<file path="src/rtl/cga_comp_pkg.sv">
// Shared types and defaults for the CGA composite output stage.
// Widths here size the period counter and per-field line counter.
package cga_comp_pkg;
  typedef enum logic [1:0] {
    LOST,
    ACQUIRE,
    LOCKED
  } state_e;

  localparam int PER_W  = 11;
  localparam int LINE_W = 9;

  localparam logic [6:0] BLANK_DEF = 7'd29;
  localparam int LINE_MIN_DEF      = 1792;
  localparam int LINE_MAX_DEF      = 1856;
  localparam int HSYNC_TMO_DEF     = 2047;
  localparam int LOCK_COUNT_DEF    = 2;
endpackage

</file>
<file path="src/rtl/cga_sd_mod.sv">
// First-order delta-sigma modulator: 7-bit level to a 1-bit stream
// whose ones density is level/128.
module cga_sd_mod (
  input  logic       clk,
  input  logic       reset,
  input  logic [6:0] level,
  output logic       sd_out
);
  logic [6:0] r_res;
  logic       r_sd;
  logic [7:0] w_sum;

  assign w_sum  = {1'b0, r_res} + {1'b0, level};
  assign sd_out = r_sd;

  always_ff @(posedge clk) begin
    if (reset) begin
      r_res <= '0;
      r_sd  <= 1'b0;
    end else begin
      r_res <= w_sum[6:0];
      r_sd  <= w_sum[7];
    end
  end
endmodule

</file>
<file path="src/rtl/cga_comp_out.sv">
// CGA composite output stage: registered DAC level, delta-sigma pin,
// hsync lock supervisor that blanks on sync loss, and line counter.
module cga_comp_out
  import cga_comp_pkg::*;
#(
  parameter logic [6:0] BLANK_LEVEL   = BLANK_DEF,
  parameter int         LINE_MIN      = LINE_MIN_DEF,
  parameter int         LINE_MAX      = LINE_MAX_DEF,
  parameter int         HSYNC_TIMEOUT = HSYNC_TMO_DEF,
  parameter int         LOCK_COUNT    = LOCK_COUNT_DEF
) (
  input  logic              clk,
  input  logic              reset,
  input  logic [6:0]        comp_video,
  input  logic              hsync_in,
  input  logic              vsync_in,
  input  logic              enable,
  output logic [6:0]        dac_out,
  output logic              sd_out,
  output logic              signal_ok,
  output logic [LINE_W-1:0] line_count
);
  localparam logic [PER_W-1:0] P_MIN = PER_W'(LINE_MIN);
  localparam logic [PER_W-1:0] P_MAX = PER_W'(LINE_MAX);
  localparam logic [PER_W-1:0] P_TMO = PER_W'(HSYNC_TIMEOUT);
  localparam logic [1:0]       G_LCK = 2'(LOCK_COUNT);

  logic [6:0]        r_video;
  logic              r_hs, r_hs_d;
  logic              r_vs, r_vs_d;
  logic [PER_W-1:0]  r_per;
  logic [1:0]        r_good;
  state_e            r_state;
  logic [6:0]        r_dac;
  logic              r_ok;
  logic [LINE_W-1:0] r_acc;
  logic [LINE_W-1:0] r_lines;

  logic       w_hs_rise, w_vs_rise;
  logic       w_per_ok, w_tmo;
  logic [1:0] w_good_inc;
  logic [1:0] w_good_nxt;
  state_e     w_state_nxt;

  assign w_hs_rise  = r_hs & ~r_hs_d;
  assign w_vs_rise  = r_vs & ~r_vs_d;
  assign w_per_ok   = (r_per >= P_MIN) && (r_per <= P_MAX);
  assign w_tmo      = (r_per == P_TMO) && !w_hs_rise;
  assign w_good_inc = r_good + 2'd1;

  always_comb begin
    w_state_nxt = r_state;
    w_good_nxt  = r_good;
    if (w_tmo) begin
      w_state_nxt = LOST;
      w_good_nxt  = '0;
    end else if (w_hs_rise) begin
      unique case (r_state)
        LOST: begin
          w_state_nxt = ACQUIRE;
          w_good_nxt  = '0;
        end
        ACQUIRE: begin
          if (w_per_ok) begin
            w_good_nxt = w_good_inc;
            if (w_good_inc == G_LCK) w_state_nxt = LOCKED;
          end else begin
            w_good_nxt = '0;
          end
        end
        LOCKED: begin
          if (!w_per_ok) begin
            w_state_nxt = ACQUIRE;
            w_good_nxt  = '0;
          end
        end
        default: begin
          w_state_nxt = LOST;
          w_good_nxt  = '0;
        end
      endcase
    end
  end

  always_ff @(posedge clk) begin
    if (reset) begin
      r_video <= '0;
      r_hs    <= 1'b0;
      r_hs_d  <= 1'b0;
      r_vs    <= 1'b0;
      r_vs_d  <= 1'b0;
      r_per   <= '0;
      r_good  <= '0;
      r_state <= LOST;
      r_dac   <= BLANK_LEVEL;
      r_ok    <= 1'b0;
      r_acc   <= '0;
      r_lines <= '0;
    end else begin
      r_video <= comp_video;
      r_hs    <= hsync_in;
      r_hs_d  <= r_hs;
      r_vs    <= vsync_in;
      r_vs_d  <= r_vs;
      if (w_hs_rise) r_per <= PER_W'(1);
      else if (r_per != P_TMO) r_per <= r_per + 1'b1;
      r_state <= w_state_nxt;
      r_good  <= w_good_nxt;
      // ok and dac follow the next state so both change on the same edge
      r_ok    <= (w_state_nxt == LOCKED);
      r_dac   <= (w_state_nxt == LOCKED && enable) ? r_video : BLANK_LEVEL;
      if (w_vs_rise) begin
        r_lines <= r_acc;
        r_acc   <= w_hs_rise ? LINE_W'(1) : '0;
      end else if (w_hs_rise && r_acc != '1) begin
        r_acc <= r_acc + 1'b1;
      end
    end
  end

  cga_sd_mod u_sd (
    .clk    (clk),
    .reset  (reset),
    .level  (r_dac),
    .sd_out (sd_out)
  );

  assign dac_out    = r_dac;
  assign signal_ok  = r_ok;
  assign line_count = r_lines;
endmodule

</file>
<file path="config.mk">
export PLATFORM = sky130hd
export DESIGN_NAME = cga_comp_out
export DESIGN_NICKNAME = d
export VERILOG_FILES = /design/src/rtl/cga_comp_pkg.sv /design/src/rtl/cga_sd_mod.sv /design/src/rtl/cga_comp_out.sv
export SDC_FILE = /design/constraint.sdc
export NUM_CORES = 1
export LEC_CHECK = 0
export BUFFER_PORTS_ARGS = -buffer_cell sky130_fd_sc_hd__buf_4
export CORE_MARGIN = 2
export CORE_UTILIZATION = 57
export CTS_BUF_LIST = sky130_fd_sc_hd__clkbuf_8 sky130_fd_sc_hd__clkbuf_16
export CTS_CLUSTER_DIAMETER = 150
export DETAILED_ROUTE_END_ITERATION = 12
export GPL_TIMING_DRIVEN = 0
export PLACE_DENSITY = 0.78
export SYNTH_ARGS = -nofsm -noshare
export SYNTH_HDL_FRONTEND = slang
export SYNTH_SLANG_ARGS = --single-unit
export TNS_END_PERCENT = 1
</file>
<file path="constraint.sdc">
create_clock -name clk -period 2.6 [get_ports clk]
set_clock_uncertainty 0.1 [all_clocks]
set_input_delay 0.26 -clock clk [delete_from_list [all_inputs] [get_ports clk]]
set_output_delay 0.26 -clock clk [all_outputs]
set_load 0.02 [all_outputs]
</file>
Word-level counts from Yosys, hierarchy flattened
Cells that the tools add are included.
Cells by class
  muxes and demuxes: 14
  equal/unequal tests: 8
  reduce and logical (&&, ||, !) cells: 12
  magnitude comparators: 2
  bitwise logic cells: 5
  $add $sub $neg: 4
Operator list (number)
  $mux 9: 2
  $mux 2: 7
  $add 11x1->11 const B: 1
  $eq 11x11->1 const B: 1
  $ge 11x11->1 const B: 1
  $le 11x11->1 const B: 1
  $ne 11x11->1 const B: 1
  $add 9x1->9 const B: 1
  $ne 9x9->1 const B: 1
  $add 7x7->8: 1
  $eq 2x2->1 const B: 3
  $pmux 2 s3: 1
  $reduce_or 2->1: 3
  $logic_and 1x1->1: 4
  $pmux 2 s2: 1
  $reduce_bool 2->1: 2
  $mux 1: 3
  $not 1->1: 3
  $add 2x1->2 const B: 1
  $and 1x1->1: 2
  $eq 2x1->1 const B: 1
  $logic_not 2->1: 1
  $ne 2x2->1 const B: 1
  $reduce_and 2->1: 1
  $logic_not 1->1: 1
Storage, ports and cells
  input bits: 12
  bits in registers: 60

Longest topological paths before layout
  depth in word-level cells: 11
  depth in mapped cells: 8

By module
Synthesis repeated with hierarchy kept, for this count alone.
Second synthesis, totals
  cell total of the unflattened synthesis: 288
  area, all modules: 2602.5 um^2
Modules (own cells, without submodules)
  cga_comp_out: cells each 235, times used 1, seq. area each 1041.0 um^2, area an instance 2112.0 um^2
  cga_sd_mod: cells each 53, times used 1, seq. area each 160.2 um^2, area an instance 490.5 um^2

Least setup slack after synthesis
OpenSTA, ideal clock, no wires.
  path kind: register to register
  from: register r_acc[0]
  to: register r_acc[4]
  setup time: 0.121 ns
  setup slack: 0.716 ns
  period minus slack after synthesis: 1.884 ns
  cell stages (with the launch flop): 9
  path buffers: 0
  data required time: 2.379 ns
  arrival time: 1.663 ns
  path through: dfxtp_1 ha_1 nand3_1 nor2_1 ha_1 nor3b_1 nand4_1 xor2_1 nor2_1
On the way
  word-level cells in the longest chain between the ends: 3
  elaborated cells between the ends (all ways): 6
  classes of those cells: 1 x add/sub; 1 x eq/ne; 2 x mux; 2 x reduce/logical
RTL lines
  start: declaration: line cga_comp_out.sv:36  | logic [LINE_W-1:0] r_acc;
  start signal: assignment: line cga_comp_out.sv:114  | r_acc <= w_hs_rise ? LINE_W'(1) : '0;
  start signal: assignment: line cga_comp_out.sv:116  | r_acc <= r_acc + 1'b1;
  $add 9x1->9 / $ne 9x9->1 (equally long branches): line cga_comp_out.sv:116, cga_comp_out.sv:115
  $mux 9 / $logic_and 1x1->1 (equally long branches): line cga_comp_out.sv:115  | end else if (w_hs_rise && r_acc != '1) begin
  $mux 9 / $reduce_bool 2->1 (equally long branches)
Several ways; a longest one is shown, not always the timed one. The select of a mux whose other input is x is not followed.
A chain may end at the register's enable or synchronous reset.

Worst setup path in the final report
  from: register r_acc[0]
  to: register r_acc[6]
The elaborated chain is that of the path after synthesis.

==> run_results.csv <==
group,metric,value,unit
pwr,power_density,604,nW/µm²
critical_path,cpLargestDelayFamily,"simple AND/OR/NAND/NOR gates",
global_route,grt_pass1_wl,8910,µm
synth,synthAdderAreaFrac,6.41,%
critical_path,slowest_delay,0.55,ns
synth,synthMuxAreaShare,0.377,%
pwr,power,0.00188,W
placed_design,port_buffers,29,
min_path,hold_start,"comp_video[3]",
clock_tree,cts-root-buf,"clkbuf_8",
finish,fillers,367,
placed_design,place.gp.congestion,0.862,
detailed_routing,drt_iter0_drc,159,
sta,drv_slew,0,
synth,synthTopCellsByArea,"dfxtp_1 45%, ha_1 5.7%, nand2_1 4.7%, a21oi_1 4.1%, nor2b_1 3.8%",
detailed_routing,wl,5100,µm
synth,synthArstFlopShare,0,%
status,status,"finished clean",
global_route,globalRouteOverflowTotal,0,
detailed_routing,drt_first_pass_iters,4,
finish,final_common_cell,"dfxtp_1",
sta,tightestPinTransition,0.628,ns
synth,yosysUniqueCellTypes,50,
floorplanning,initial_core_util,60.1,%
clock_tree,clock_path_buffers,2,
global_route,antenna_found_initial,0,
clock_tree,insertion_delay,0.34,ns
clock_tree,htree_levels,3,
critical_path,cp.arrival,2.27,ns
clock_tree,cts_buffers,9,
floorplanning,rows,24,
finish,diodes,0,
synth,syn-num-nets,318,
detailed_routing,ant_nets,0,
critical_path,critical_path.cell_chain,"ha_1 > nand3_1 > nor2_1 > ha_1 > nor3b_1 > nand4_1 > xor2_1 > nor2_1",
sta,fmax,465,MHz
pwr,ir_drop,0.388,mV
synth,synth-compound-area-share,15.5,%
sta,hold_violations,0,
finish,area_delta_synth_final,17.0,%
critical_path,r2r_slack,0.45,ns
detailed_routing,drc,0,
synth,yosys.area_share.simple,25.5,%
floorplanning,die_x,72.3,µm
clock_tree,cts_hold_buf,0,
synth,ys_seq_elements,60,
min_path,min_path_type,"in2reg",
synth,netlist_instances,293,
sta,finalSetupTns,0,ns
clock_tree,cts_tree,"done",
global_route,grt.total_usage,21.9,%
clock_tree,ctsResizeCount,0,
global_route,grt_max_degree,11,
critical_path,cp_num_buf_inv,0,
detailed_routing,wl_per_cell,13.1,µm
synth,ys.flop_type,"dfxtp_1",
sta,post-route-period-util,82.7,%
pwr,p_leak,1.21,nW
finish,drive_above_1_share,16.0,%
sta,setup-violations-final,0,
floorplanning,fp.dieH,72.3,µm
synth,synth_top_family_by_area,"simple AND/OR/NAND/NOR gates",
finish,fin_util,70.4,%
finish,most-common-layout-cells,"60 x dfxtp_1, 33 x nand2_1, 30 x buf_4",
min_path,hold_depth,2,
sta,fin_hold_ws,0.0301,ns
critical_path,timing.rr.end,"r_acc[6]",
detailed_routing,vias,2191,
critical_path,worstPathRequired,2.72,ns
clock_tree,post-cts-setup-buffers,0,
min_path,min_to,"r_video[3]",
sta,slew_headroom,58.1,%
synth,ys_warn_count,0,
synth,synth_edf_count,0,
clock_tree,cts.sinks,60,
sta,final.min_clock_period,2.15,ns
synth,syn_area,2660,µm²
clock_tree,clk_pin_slew_worst_paths,0.07,ns
floorplanning,core_area,4410,µm²
critical_path,worstSetupStartpointType,"flop",
synth,syn_avg_cell_area,9.06,µm²
critical_path,critPathKind,"reg2reg",
detailed_routing,routed_via_density,5.62,
critical_path,rr_startpoint,"r_acc[0]",
critical_path,path_max_fanout,7,
critical_path,cpMaxStageDelayCell,"nor3b_1",
synth,ys_seq_area_share,45.2,%
floorplanning,die-area,5220,µm²
finish,finalNetCount,358,
placed_design,dp_hpwl,3630,µm
sta,rsz0062_at_grt,"no",
critical_path,crit_path_end_kind,"flop",
floorplanning,ios,30,
synth,post-synth-top-area-fraction,45.2,%
critical_path,r2r_cells,8,
job,drv_cap,0,
synth,synth-xor-area-share,3.96,%
global_route,grt_pass1_vias,2054,
synth,synth_area_leader_cell,"dfxtp_1",
worst max-delay path by stage:
stage          cells past startpoint  slack (ns)      from        to
4_1_cts                            8        0.46  r_acc[0]  r_acc[6]
6_report                           8        0.45  r_acc[0]  r_acc[6]
5_1_grt                            8        0.18  r_acc[0]  r_acc[4]
3_5_place_dp                       8        0.47  r_acc[0]  r_acc[4]
2_1_floorplan                      8        0.72  r_acc[0]  r_acc[4]
3_3_place_gp                       8        0.45  r_acc[0]  r_acc[6]
through the flow:
stage | cell area (µm²) | setup WS (ns) | std cells
final | 3110 | 0.449 | 390
after global routing | 3110 | 0.177 | 390
after CTS | 3110 | 0.459 | 390
after detailed placement | 2940 | 0.474 | 374
after global placement | 2940 | 0.454 | 374
after floorplan | 2660 | 0.716 | 293
layer usage:
| metal | track usage, % | up-vias | share of wire (%) |
|---|---|---|---|
| li1 | - | 1118 | - |
| met1 | 28.3 | 1016 | 48 |
| met2 | 34.6 | 49 | 46 |
| met3 | 5.42 | 8 | 5.0 |
| met4 | 10.3 | 0 | 1.5 |
| met5 | 0 | - | 0 |
area by class of cell:
class / instances / area (µm²) / area share (%)
repair buffers: 29 / 218 / 7.01
clock buffers: 10 / 138 / 4.43
clock inverters: 6 / 31.3 / 1.01
multi-input cells: 215 / 1370 / 44.2
well taps: 52 / 65.1 / 2.09
plain buffers: 9 / 46.3 / 1.49
inverters: 9 / 33.8 / 1.09
flip-flops and latches: 60 / 1200 / 38.7
flip-flops by register name (all words and copies together), names as in the netlist, 2 cells and up:
register / count
dac_out: 7
line_count: 9
r_acc: 9
r_good: 2
r_per: 11
r_state: 2
r_video: 7
u_sd.r_res: 7
cell usage after synthesis, types with 2 or more instances:
cell type	number
nor3_1	3
ha_1	12
and3_1	3
nand2b_1	3
nor4_1	2
a31oi_1	4
nand2_1	33
nand3_1	11
xor2_1	6
a21oi_1	22
nor3b_1	7
or3_1	3
nand4_1	7
and2b_1	2
or4_1	3
nor2b_1	16
o21a_1	2
inv_1	9
nor2_1	24
and2_1	2
a21o_1	2
dfxtp_1	60
clkbuf_1	5
o21ai_0	15
a211oi_1	7
xnor2_1	6
report_power, final:
| group | total (W) | switching (W) | internal, W |
|---|---|---|---|
| Sequential | 0.000971 | 0.0000188 | 0.000953 |
| Clock | 0.000720 | 0.000360 | 0.000361 |
| Combinational | 0.000185 | 0.000103 | 0.0000820 |
| Total | 0.00188 | 0.000482 | 0.00140 |
cells by family after synthesis:
family | count (synthesis)
adders and majority gates | 13
xor gates and xnor gates | 12
AOI/OAI and AO/OA | 64
DFF | 60
and+or+nand+nor | 125
buffers and inverters | 18
muxes | 1
(Power assumes the default switching activity.)
